$ cat config.mk
export PLATFORM = sky130hd
export DESIGN_NAME = keypad_scanner
export DESIGN_NICKNAME = d
export VERILOG_FILES = /design/src/rtl/keypad_pkg.sv /design/src/rtl/synchronizer.sv /design/src/rtl/keypad_scanner.sv
export SDC_FILE = /design/constraint.sdc
export NUM_CORES = 1
export LEC_CHECK = 0
export ABC_AREA = 0
export ABC_CLOCK_PERIOD_IN_PS = 2600
export BUFFER_PORTS_ARGS = -buffer_cell sky130_fd_sc_hd__buf_2
export CORE_MARGIN = 4
export CORE_UTILIZATION = 58
export DETAILED_ROUTE_END_ITERATION = 8
export GPL_ROUTABILITY_DRIVEN = 0
export GPL_TIMING_DRIVEN = 0
export HOLD_SLACK_MARGIN = 0.15
export PLACE_DENSITY = 0.86
export SETUP_SLACK_MARGIN = 0.2
export SYNTH_ARGS = -nofsm -noshare
export SYNTH_HDL_FRONTEND = slang
export SYNTH_HIERARCHICAL = 1
export SYNTH_SLANG_ARGS = --single-unit
$ cat constraint.sdc
create_clock -name clk -period 2.6 [get_ports clk]
set_input_delay 0.39 -clock clk [delete_from_list [all_inputs] [get_ports clk]]
set_output_delay 0.39 -clock clk [all_outputs]
set_load 0.05 [all_outputs]
$ cat src/rtl/keypad_pkg.sv
// Shared types and constants for the matrix keypad scanner.
package keypad_pkg;

    typedef enum logic [1:0] {
        SCAN     = 2'd0,
        DB_PRESS = 2'd1,
        HELD     = 2'd2,
        DB_REL   = 2'd3
    } keypad_state_t;

    // Scan cycles ignored after a column change: two synchronizer stages
    // plus one cycle of margin for the row lines to settle.
    localparam int SETTLE_CYCLES = 3;

    // Index of the lowest active-low row; row 0 wins when several are low.
    function automatic logic [1:0] lowest_zero(input logic [3:0] r);
        logic [1:0] idx;
        if (!r[0]) begin
            idx = 2'd0;
        end else if (!r[1]) begin
            idx = 2'd1;
        end else if (!r[2]) begin
            idx = 2'd2;
        end else begin
            idx = 2'd3;
        end
        return idx;
    endfunction

endpackage

$ cat src/rtl/synchronizer.sv
// Two-flop synchronizer for asynchronous multi-bit level inputs.
module synchronizer #(
    parameter int WIDTH = 4
) (
    input  logic             clk,
    input  logic             reset,
    input  logic [WIDTH-1:0] d,
    output logic [WIDTH-1:0] q
);

    logic [WIDTH-1:0] meta;

    // Both stages clear to zero on reset; each bit is synchronized independently.
    generate
        for (genvar gi = 0; gi < WIDTH; gi++) begin : g_bit
            always_ff @(posedge clk) begin
                if (reset) begin
                    meta[gi] <= 1'b0;
                    q[gi]    <= 1'b0;
                end else begin
                    meta[gi] <= d[gi];
                    q[gi]    <= meta[gi];
                end
            end
        end
    endgenerate

endmodule

$ cat src/rtl/keypad_scanner.sv
// 4x4 matrix keypad scanner: walks the columns low one at a time,
// debounces press and release, and reports one key code per press.
module keypad_scanner
    import keypad_pkg::*;
#(
    parameter int SCAN_CYCLES     = 1200,
    parameter int DEBOUNCE_CYCLES = 240000
) (
    input  logic       clk,
    input  logic       reset,
    input  logic [3:0] rows,
    output logic [3:0] cols,
    output logic [3:0] key_code,
    output logic       key_valid,
    output logic       key_held
);

    localparam int CNT_MAX = (SCAN_CYCLES > DEBOUNCE_CYCLES) ? SCAN_CYCLES : DEBOUNCE_CYCLES;
    localparam int CNT_W   = $clog2(CNT_MAX);

    localparam logic [CNT_W-1:0] SCAN_LAST   = CNT_W'(SCAN_CYCLES - 1);
    localparam logic [CNT_W-1:0] DB_LAST     = CNT_W'(DEBOUNCE_CYCLES - 1);
    localparam logic [CNT_W-1:0] SETTLE      = CNT_W'(SETTLE_CYCLES);
    localparam logic [CNT_W-1:0] CNT_ONE     = CNT_W'(1);

    logic [3:0]       rows_s;
    logic [1:0]       col_idx;
    logic [1:0]       row_idx;
    logic [3:0]       pattern;
    logic [CNT_W-1:0] cnt;
    keypad_state_t    state;

    synchronizer #(
        .WIDTH(4)
    ) u_sync (
        .clk  (clk),
        .reset(reset),
        .d    (rows),
        .q    (rows_s)
    );

    // Column drive follows col_idx directly, so it only changes on clock edges.
    assign cols = ~(4'b0001 << col_idx);

    // Scan / debounce state machine with its counter and output registers.
    always_ff @(posedge clk) begin
        if (reset) begin
            state     <= SCAN;
            col_idx   <= 2'd0;
            row_idx   <= 2'd0;
            pattern   <= 4'hF;
            cnt       <= '0;
            key_code  <= 4'h0;
            key_valid <= 1'b0;
            key_held  <= 1'b0;
        end else begin
            key_valid <= 1'b0;
            unique case (state)
                SCAN: begin
                    if (cnt >= SETTLE && rows_s != 4'hF) begin
                        pattern <= rows_s;
                        row_idx <= lowest_zero(rows_s);
                        cnt     <= '0;
                        state   <= DB_PRESS;
                    end else if (cnt == SCAN_LAST) begin
                        col_idx <= col_idx + 2'd1;
                        cnt     <= '0;
                    end else begin
                        cnt <= cnt + CNT_ONE;
                    end
                end
                DB_PRESS: begin
                    // Any change of the captured pattern counts as bounce.
                    if (rows_s != pattern) begin
                        col_idx <= col_idx + 2'd1;
                        cnt     <= '0;
                        state   <= SCAN;
                    end else if (cnt == DB_LAST) begin
                        key_code  <= {row_idx, col_idx};
                        key_valid <= 1'b1;
                        key_held  <= 1'b1;
                        cnt       <= '0;
                        state     <= HELD;
                    end else begin
                        cnt <= cnt + CNT_ONE;
                    end
                end
                HELD: begin
                    // Only the accepted row matters; no rollover to other keys.
                    cnt <= '0;
                    if (rows_s[row_idx]) begin
                        state <= DB_REL;
                    end
                end
                DB_REL: begin
                    if (!rows_s[row_idx]) begin
                        cnt   <= '0;
                        state <= HELD;
                    end else if (cnt == DB_LAST) begin
                        key_held <= 1'b0;
                        col_idx  <= col_idx + 2'd1;
                        cnt      <= '0;
                        state    <= SCAN;
                    end else begin
                        cnt <= cnt + CNT_ONE;
                    end
                end
                default: begin
                    cnt   <= '0;
                    state <= SCAN;
                end
            endcase
        end
    end

endmodule

==> results of run 1 <==
## sequential cells by signal (all words and copies together) (netlist names)
signal	count
row_idx	2
cnt	18
key_held	1
u_sync/meta	4
key_code	4
u_sync/q	4
state	2
col_idx	2
key_valid	1
pattern	4
## area by class of cell
cell class,count,area (µm²)
multi-input combinational,150,1030
fill,251,976
sequential,42,841
timing repair buffer,15,75.1
clock buffer,7,55.1
tap,44,55.1
inverter,13,48.8
buffer,6,41.3
clock inverter,1,5.00
## through the flow
| step | setup WS [ns] | cell area, µm² | std cells |
|---|---|---|---|
| after floorplan | 0.561 | 1950 | 211 |
| after global placement | 0.295 | 2080 | 270 |
| after detailed placement | 0.257 | 2080 | 270 |
| after CTS | 0.254 | 2140 | 278 |
| after global routing | 0.204 | 2150 | 278 |
| final | 0.335 | 2150 | 278 |
## path summary, 6_finish.rpt
check	start	to	slack (ns)
max reg2reg	cnt[0]$_SDFF_PP0_	col_idx[0]$_SDFFE_PP0P_	0.33
min	rows[2]	u_sync/meta[2]$_SDFF_PP0_	0.24
max	cnt[0]$_SDFF_PP0_	col_idx[0]$_SDFFE_PP0P_	0.33
min reg2reg	u_sync/meta[0]$_SDFF_PP0_	u_sync/q[0]$_SDFF_PP0_	0.45
## what timing repair did
item,CTS,global route
gates resized for setup,0,2
endpoints found under the setup margin,0,1
hold buffers,0,0
## worst max-delay path, cell delays in order (launching register included)
cell	delay (ns)
dfxtp_1	0.40
ha_1	0.23
nand3_1	0.23
nor2_4	0.22
nand3_1	0.15
a221o_1	0.34
nor3b_2	0.24
mux2_2	0.36
## per-layer routing
metal / track usage [%] / wire (µm)
met1: 22.3 / 1600
met5: 0 / 0
met2: 29.3 / 1600
met3: 5.10 / 141
met4: 7.61 / 46
## Yosys cell counts, drive strengths merged, types with 4 or more instances
master  instances
nand3          13
inv            13
xnor2           7
nor2b          14
nand2b          4
ha             10
o21ai           5
a211o           4
a21oi           5
nor4            7
nand4           4
nor3            4
mux2i           5
xor2           12
dfxtp          42
nand2           7
nor2           29
clkbuf          4
## kinds of logic after synthesis
| group | Yosys count |
|---|---|
| AND/OR/NAND/NOR | 92 |
| flip-flops | 42 |
| AO/OA/AOI/OAI | 22 |
| XOR/XNOR | 19 |
| buffers and inverters | 19 |
| adder cells (fa/ha/maj) | 10 |
| multiplexers | 7 |
## power breakdown
part / internal, mW / switching [mW] / total, mW
Sequential: 0.704 / 0.0517 / 0.756
Combinational: 0.196 / 0.271 / 0.467
Clock: 0.131 / 0.197 / 0.328
==> metrics, run 1 <==
synthesized area per cell 9.26 µm²; Worst Setup Start Kind register; power per cell area slightly above 700 nW/µm²; clock sinks 42; Tcrit/Tclk final roughly 87%; initial antenna violation count 0; share of the synthesized area in the top cell type 43.0%; Min-Delay Path Depth 2; top_reg_cell synth dfxtp_1; mapped cell area 1950 µm²; drc violations 0; Port Buffers 15; commonest non-fill, non-tap cell in the layout dfxtp_1; row cnt 20; n_diodes 0; power consumption 1.55 mW; Worst Tran Pin Value 0.700 ns; DIE HEIGHT 66.1 µm; R2R cell count 7; Hold WS 0.245 ns; critical path data arrival time 2.52 ns; Area growth, synth to finish 10.1%; mux cell area share after synthesis 4.48%; 1st-iter DRT viols 57; fraction of layout cells with a size suffix above 1 12.0%; Post-CTS Setup Repair Bufs 0; Final Skew 0.00872 ns; post-synthesis async set-or-reset flop share 0%; synthesized instance count 211; global-route wire length before repair a little over 6 mm; minimum clock period approximately 2.3 ns; Synth Area in Compound Gates 7.68%; Hold WC Path Type input port to register; XOR/XNOR share of the synthesized area 8.51%; Max Buffers Root-to-Sink 2; Clock Tree Root clkbuf_4; post-synthesis simple-gate area fraction 25.3%; Ports 16; post-synthesis sequential area ratio between 40% and 50%; GRT overflow 0; vias per cell 5.34; syn_nets between 200 and 250; Setup-failing EPs final 0; LEAKAGE 0.866 nW; setup TNS 0 ns; commonest cells after routing, fill and taps aside 42 x dfxtp_1, 28 x nor2_1, 15 x buf_2; Max Slew Vio Count 0; clk_lat worst skew 0.35 ns; Req. time, crit path roughly 2.9 ns; clock transition at the registers of the reported paths 0.12 ns; final hold vios 0; post-route ant nets 0; Post-Route Utilization 68.8%; largest area contributor in the netlist dfxtp_1; distinct cell type count after synthesis 38; most area-consuming cells after synthesis dfxtp_1 43%, ha_1 6.4%, nor2_1 5.6%, xor2_1 5.4%, nor2b_1 4.5%; YS warnings 6; Slew headroom 52.9%; max cap viols 0; DR pass1 iterations 4; crit path max fanout 5; CTS H-tree lvls 2; via count 1,485; Routed Wire Length about 3.4 mm; VDD IR max about 0.38 mV; outcome complete, no violations; DIE AREA 4360 µm²; largest net degree at the start of global routing 13; largest family of logic cells by synthesized area simple AND/OR/NAND/NOR gates; Starting Density 62.5%; Post-Synth Adder-Cell Area 6.40%; Core Area 3130 µm²; die span in x 66.1 µm; Yosys reg bits 42; EDFF count, synth 0; cts bufs inserted 5; CTS tree built; Highest Clock Rate about 440 MHz; NumNets Final around 250; Worst Setup End Kind register; number of global-route vias before repair 1,420; DP HPWL 2.53 mm; drt wl/cell 12.2 µm; RSZ-0062 raised after global routing false; GR Util All Layers 18.0%; kind of critical path register to register
(Power assumes the default switching activity.)
==> run 2: changes to the inputs <==
Settings changed: ABC_AREA 0 to 1, CORE_UTILIZATION 58 to 59.
==> metrics, run 2 <==
outcome complete, no violations; CTS tree built; FILL cells 316; global-route wire length before repair approximately 7 mm; GR Util All Layers between 10% and 20%; Post-synth top cells 59 x nand2_1, 47 x inv_1, 42 x dfxtp_1, 42 x nor2_1, 20 x nand3_1; top_reg_cell synth dfxtp_1; post-route ant nets 0; RSZ-0062 raised after global routing false; vias per cell 5.02; number of global-route vias before repair 1,682; Worst Setup Start Kind register; clock transition at the registers of the reported paths 0.07 ns; hold path startpoint rows[1]; cts bufs inserted 5; Placement Setup Slack approximately 0.81 ns; DIE HEIGHT 68.9 µm; VDD IR max 0.348 mV; post-synthesis sequential area ratio 38.4%; power per cell area 754 nW/µm²; Max Buffers Root-to-Sink 2; DR pass1 iterations 4; drc violations 0; Setup-failing EPs final 0; DIE AREA between 4000 and 5000 µm²; Placed Cells 366; max cap viols 0; final hold vios 0; synthesized area per cell just over 7 µm²; Req. time, crit path about 2.8 ns; distinct cell type count after synthesis 26; Hold Buf Count CTS 0; LEAKAGE 1.11 nW; YS warnings 6; largest area contributor in the netlist dfxtp_1; Yosys reg bits 42; post-synthesis async set-or-reset flop share 0%; most area-consuming cells after synthesis dfxtp_1 38%, nand2_1 10%, inv_1 8.1%, nor2_1 7.2%, ha_1 5.7%; synthesized instance count 305; NumNets Final 343; most used cell, CP nand2_1; Final Skew 0.00480 ns; setup TNS 0 ns; RR Startpoint cnt[0]$_SDFF_PP0_; Area growth, synth to finish 9.54%; Tcrit/Tclk final 69.9%; GRT overflow 0; Hold WS slightly below 0.3 ns; post-cts resize count 0; commonest cells after routing, fill and taps aside 59 x nand2_1, 47 x inv_1, 42 x nor2_1, 42 x dfxtp_1, 20 x nand3_1; kind of critical path register to register; Slew headroom 67.1%; die span in x 68.9 µm; CP max stage delay 0.42 ns; row cnt 21; crit path from cnt[0]$_SDFF_PP0_; CP Cell Sequence ha_1 > nand2_1 > nor2_1 > nand4_1 > nand2_1 > nand2_1 > nand3_4 > buf_6 > nor2_2; Highest Clock Rate 550 MHz; min setup slack post-route 0.782 ns; Post-Route Utilization about 69%; syn_nets ~320; initial antenna violation count 0; mapped cell area between 2000 and 2500 µm²; commonest non-fill, non-tap cell in the layout nand2_1; Biggest register cnt; Port Buffers 15; DP HPWL around 3.1 mm; largest net degree at the start of global routing 12; cell with the most instances after synthesis nand2_1; EDFF count, synth 0; number of flip-flops in the largest register 18; fraction of layout cells with a size suffix above 1 17.4%; Max Slew Vio Count 0; slowest CP cell dfxtp_1; via count ~1,900; Hold WC Path Type input port to register; minimum clock period ~1.8 ns; Worst Tran Pin Value 0.494 ns; Clock Tree Root clkbuf_8; crit path max fanout 10; drt wl/cell 11.1 µm; clk_lat worst skew 0.29 ns; worst path bufs/invs 1; crit-path leading delay family simple AND/OR/NAND/NOR gates; clock sinks 42; Routed Wire Length 4.15 mm; Starting Density 63.1%; Ports 16; share of the synthesized area in the top cell type 38.4%; Worst Setup End Kind register; Final Non-Filler Cells 373; n_diodes 0; CTS H-tree lvls 2; Post-CTS Setup Repair Bufs 0; critical path data arrival time between 2 and 2.5 ns; 1st-iter DRT viols 102; Core Area 3470 µm²
-- run 2: cell count changes in the layout (fill, tap and decap cells not counted), sizes merged, moves of 5 or more --
| cell | previous run | this run |
|---|---|---|
| nor2b | 14 | 0 |
| nor4 | 7 | 0 |
| mux2i | 5 | 0 |
| inv | 13 | 53 |
| nor2 | 29 | 60 |
| nand3 | 13 | 22 |
| nand2 | 7 | 65 |
| xnor2 | 7 | 0 |
-- run 2: layer usage --
layer	vias to the layer above	GRT usage (%)	wire length [µm]	part of all wire (%)
li1	991	-	-	-
met1	823	24.5	1880	45
met2	50	32.4	1960	47
met3	7	6.48	256	6.2
met4	0	6.81	46	1.1
met5	-	0	0	0
-- run 2: tightest hold or removal path: stages --
cell and delay (ns):
buf_2 0.07, inv_1 0.03, nor2_1 0.06
-- run 2: path summary, 6_finish.rpt --
check | cells past startpoint | slack (ns) | to
worst max register to register | 9 | 0.78 | cnt[16]$_SDFF_PP0_
worst max-delay path | 9 | 0.78 | cnt[16]$_SDFF_PP0_
worst min register to register | 2 | 0.41 | u_sync/q[1]$_SDFF_PP0_
worst min-delay path | 3 | 0.30 | u_sync/meta[1]$_SDFF_PP0_
-- run 2: report_power, final --
group | internal (mW) | total (mW) | switching [mW] | leakage [nW]
clock | 0.185 | 0.387 | 0.202 | 0.0383
combinational | 0.218 | 0.661 | 0.443 | 0.727
sequential | 0.703 | 0.760 | 0.0567 | 0.341
-- run 2: logic make-up after synthesis --
kind of cell,share of synthesized area [%]
AOI/OAI and AO/OA,7.09
xor gates and xnor gates,3.20
adders and majority gates,5.71
buffers and inverters,10.7
DFF,38.4
and+or+nand+nor,34.9
-- run 2: layout make-up --
class | count | area, µm² | area share [%]
Multi-Input combinational cell | 205 | 1110 | 46.4
Sequential cell | 42 | 841 | 35.1
Inverter | 53 | 199 | 8.29
Timing Repair Buffer | 15 | 75.1 | 3.13
Buffer | 5 | 36.3 | 1.51
Clock buffer | 7 | 76.3 | 3.18
Tap cell | 46 | 57.6 | 2.40
-- run 2: stage by stage --
| step | instance area, µm² | power [mW] |
|---|---|---|
| 6_report | 2400 | 1.81 |
| 5_1_grt | 2400 | 1.94 |
| 4_1_cts | 2400 | 1.82 |
| 3_5_place_dp | 2320 | 1.43 |
| 3_3_place_gp | 2320 | 1.41 |
| 2_1_floorplan | 2190 | 1.31 |
==> run 3: changes to the inputs <==
Settings changed: ABC_CLOCK_PERIOD_IN_PS 2600 to 1850.
Clock period 2.6 ns to 1.85 ns, I/O delays scaled along.
==> metrics, run 3 (same netlist as run 2, synthesis figures left out) <==
power per cell area 1070 nW/µm²; crit-path leading delay family simple AND/OR/NAND/NOR gates; combinational power share between 40% and 50%; drc violations 0; drt wl/cell 14.9 µm; commonest cells after routing, fill and taps aside 55 x nand2_1, 46 x inv_1, 35 x nor2_1; Max Buffers Root-to-Sink 2; Worst Setup Start Kind register; Final Non-Filler Cells between 300 and 400; CTS H-tree lvls 2; DP HPWL 3.13 mm; LEAKAGE about 1.2 nW; Clock Tree Root clkbuf_8; CTS tree built; initial antenna violation count 0; register-to-register setup slack 0.05 ns; Routed Wire Length a little under 6 mm; via count 2,192; Slew headroom roughly two thirds; Hold WS ~0.19 ns; Req. time, crit path 2.06 ns; max cap viols 0; clk_lat worst skew 0.30 ns; Internal 1.74 mW; RSZ-0062 raised after global routing true; switch share 40.2%; Max Slew Vio Count 0; Setup-failing EPs final 0; Highest Clock Rate 554 MHz; commonest non-fill, non-tap cell in the layout nand2_1; kind of critical path register to register; slowest CP cell dfxtp_1; post-route ant nets 0; VDD IR max 0.508 mV; vias per cell 5.63; Area growth, synth to finish 24.2%; FILL cells approximately 230; largest net degree at the start of global routing 12; Core Area 3470 µm²; Ports 16; DIE AREA around 4700 µm²; Tcrit/Tclk final 97.5%; clock sinks 42; 1st-iter DRT viols 326; CP max stage delay 0.38 ns; Flop pwr share a little under two fifths; number of flip-flops in the largest register 18; Hold WC Path Type input port to register; most used cell, CP nand2_2; Final Skew around 0.0086 ns; critical path data arrival time 2.02 ns; Hold Buf Count CTS 0; cts bufs inserted 5; Clk network pwr share 18.9%; minimum clock period 1.80 ns; crit path max fanout 6; n_diodes 0; CP Cell Sequence inv_2 > nand2_1 > nor2_2 > nand3_1 > nand2_2 > nand2_2 > nand2_2 > nand3_4 > buf_6 > nor3_2; Worst Tran Pin Value approximately 0.5 ns; row cnt 21; Starting Density 63.1%; fraction of layout cells with a size suffix above 1 28.6%; DIE HEIGHT around 70 µm; DR pass1 iterations 5; Worst Setup End Kind register; die span in x 68.9 µm; Port Buffers 15; NetSw 1.17 mW; clock transition at the registers of the reported paths 0.07 ns; global-route wire length before repair 7.70 mm; number of global-route vias before repair 1,824; outcome complete, no violations; worst path bufs/invs 2; GRT overflow 0; Placed Cells 366; Biggest register cnt; GR Util All Layers 22.0%; final hold vios 0; NumNets Final 359
==> run 3: changes by cell type in the layout (fill, tap and decap cells not counted), moves of 4 or more <==
cell | previous run | this run
dfxtp_1 | 42 | 33
nor2_4 | 3 | 13
nand2_1 | 59 | 55
dfxtp_2 | 0 | 8
buf_4 | 0 | 10
nor2_1 | 42 | 35
==> run 3: path summary, 6_finish.rpt <==
| check | from | endpoint | cells after the start |
|---|---|---|---|
| setup reg to reg | cnt[11]$_SDFF_PP0_ | cnt[2]$_SDFF_PP0_ | 10 |
| hold / removal | rows[1] | u_sync/meta[1]$_SDFF_PP0_ | 3 |
| setup / recovery | cnt[11]$_SDFF_PP0_ | cnt[2]$_SDFF_PP0_ | 10 |
| hold reg to reg | u_sync/meta[1]$_SDFF_PP0_ | u_sync/q[1]$_SDFF_PP0_ | 2 |
==> run 3: timing repair <==
item,4_1_cts,5_1_grt
buffers inserted,7,7
endpoints found under the setup margin,16,27
resized for setup,16,34
cloned,2,0
pin swaps,5,12
==> run 3: worst min-delay path: cells and delay by family <==
kind	cells	cell delay, ns
AND/OR/NAND/NOR	1	0.06
buffers and inverters	2	0.10
==> run 3: power groups by stage <==
stage          clock, mW  sequential (mW)  combinational, mW
2_1_floorplan          0             1.07              0.772
3_3_place_gp           0             1.08              0.906
3_5_place_dp           0             1.09              0.930
4_1_cts            0.553             1.07               1.11
5_1_grt            0.600             1.09               1.37
6_report           0.549             1.08               1.27
==> run 3: metrics by stage <==
stage               instance area, µm²  total power [mW]  util, %  setup TNS (ns)  worst slack (ns)
floorplan                         2190              1.84        -               0             0.282
global placement                  2320              1.99     67.0               0            0.0747
detailed placement                2320              2.02     67.0               0            0.0649
CTS                               2540              2.73     73.2               0             0.207
global route                      2720              3.06     78.4         -0.0361           -0.0221
finish                            2720              2.90     78.4               0            0.0463
==> run 3: final cells by class <==
cell class                      instances  area [µm²]  share of cell area (%)
Buffer                                  5        45.0                    1.66
Clock buffer                            7        76.3                    2.81
Inverter                               53         201                    7.41
Multi-Input combinational cell        206        1250                    46.0
Sequential cell                        42         855                    31.4
Tap cell                               46        57.6                    2.12
Timing Repair Buffer                   30         234                    8.61
==> run 3: metal layers <==
metal,vias to the layer above,track usage [%],share of wire [%]
met5,-,0,0
met2,142,35.7,50
met4,0,8.03,2.6
li1,1023,-,-
met3,27,6.97,9.0
met1,1000,27.1,38
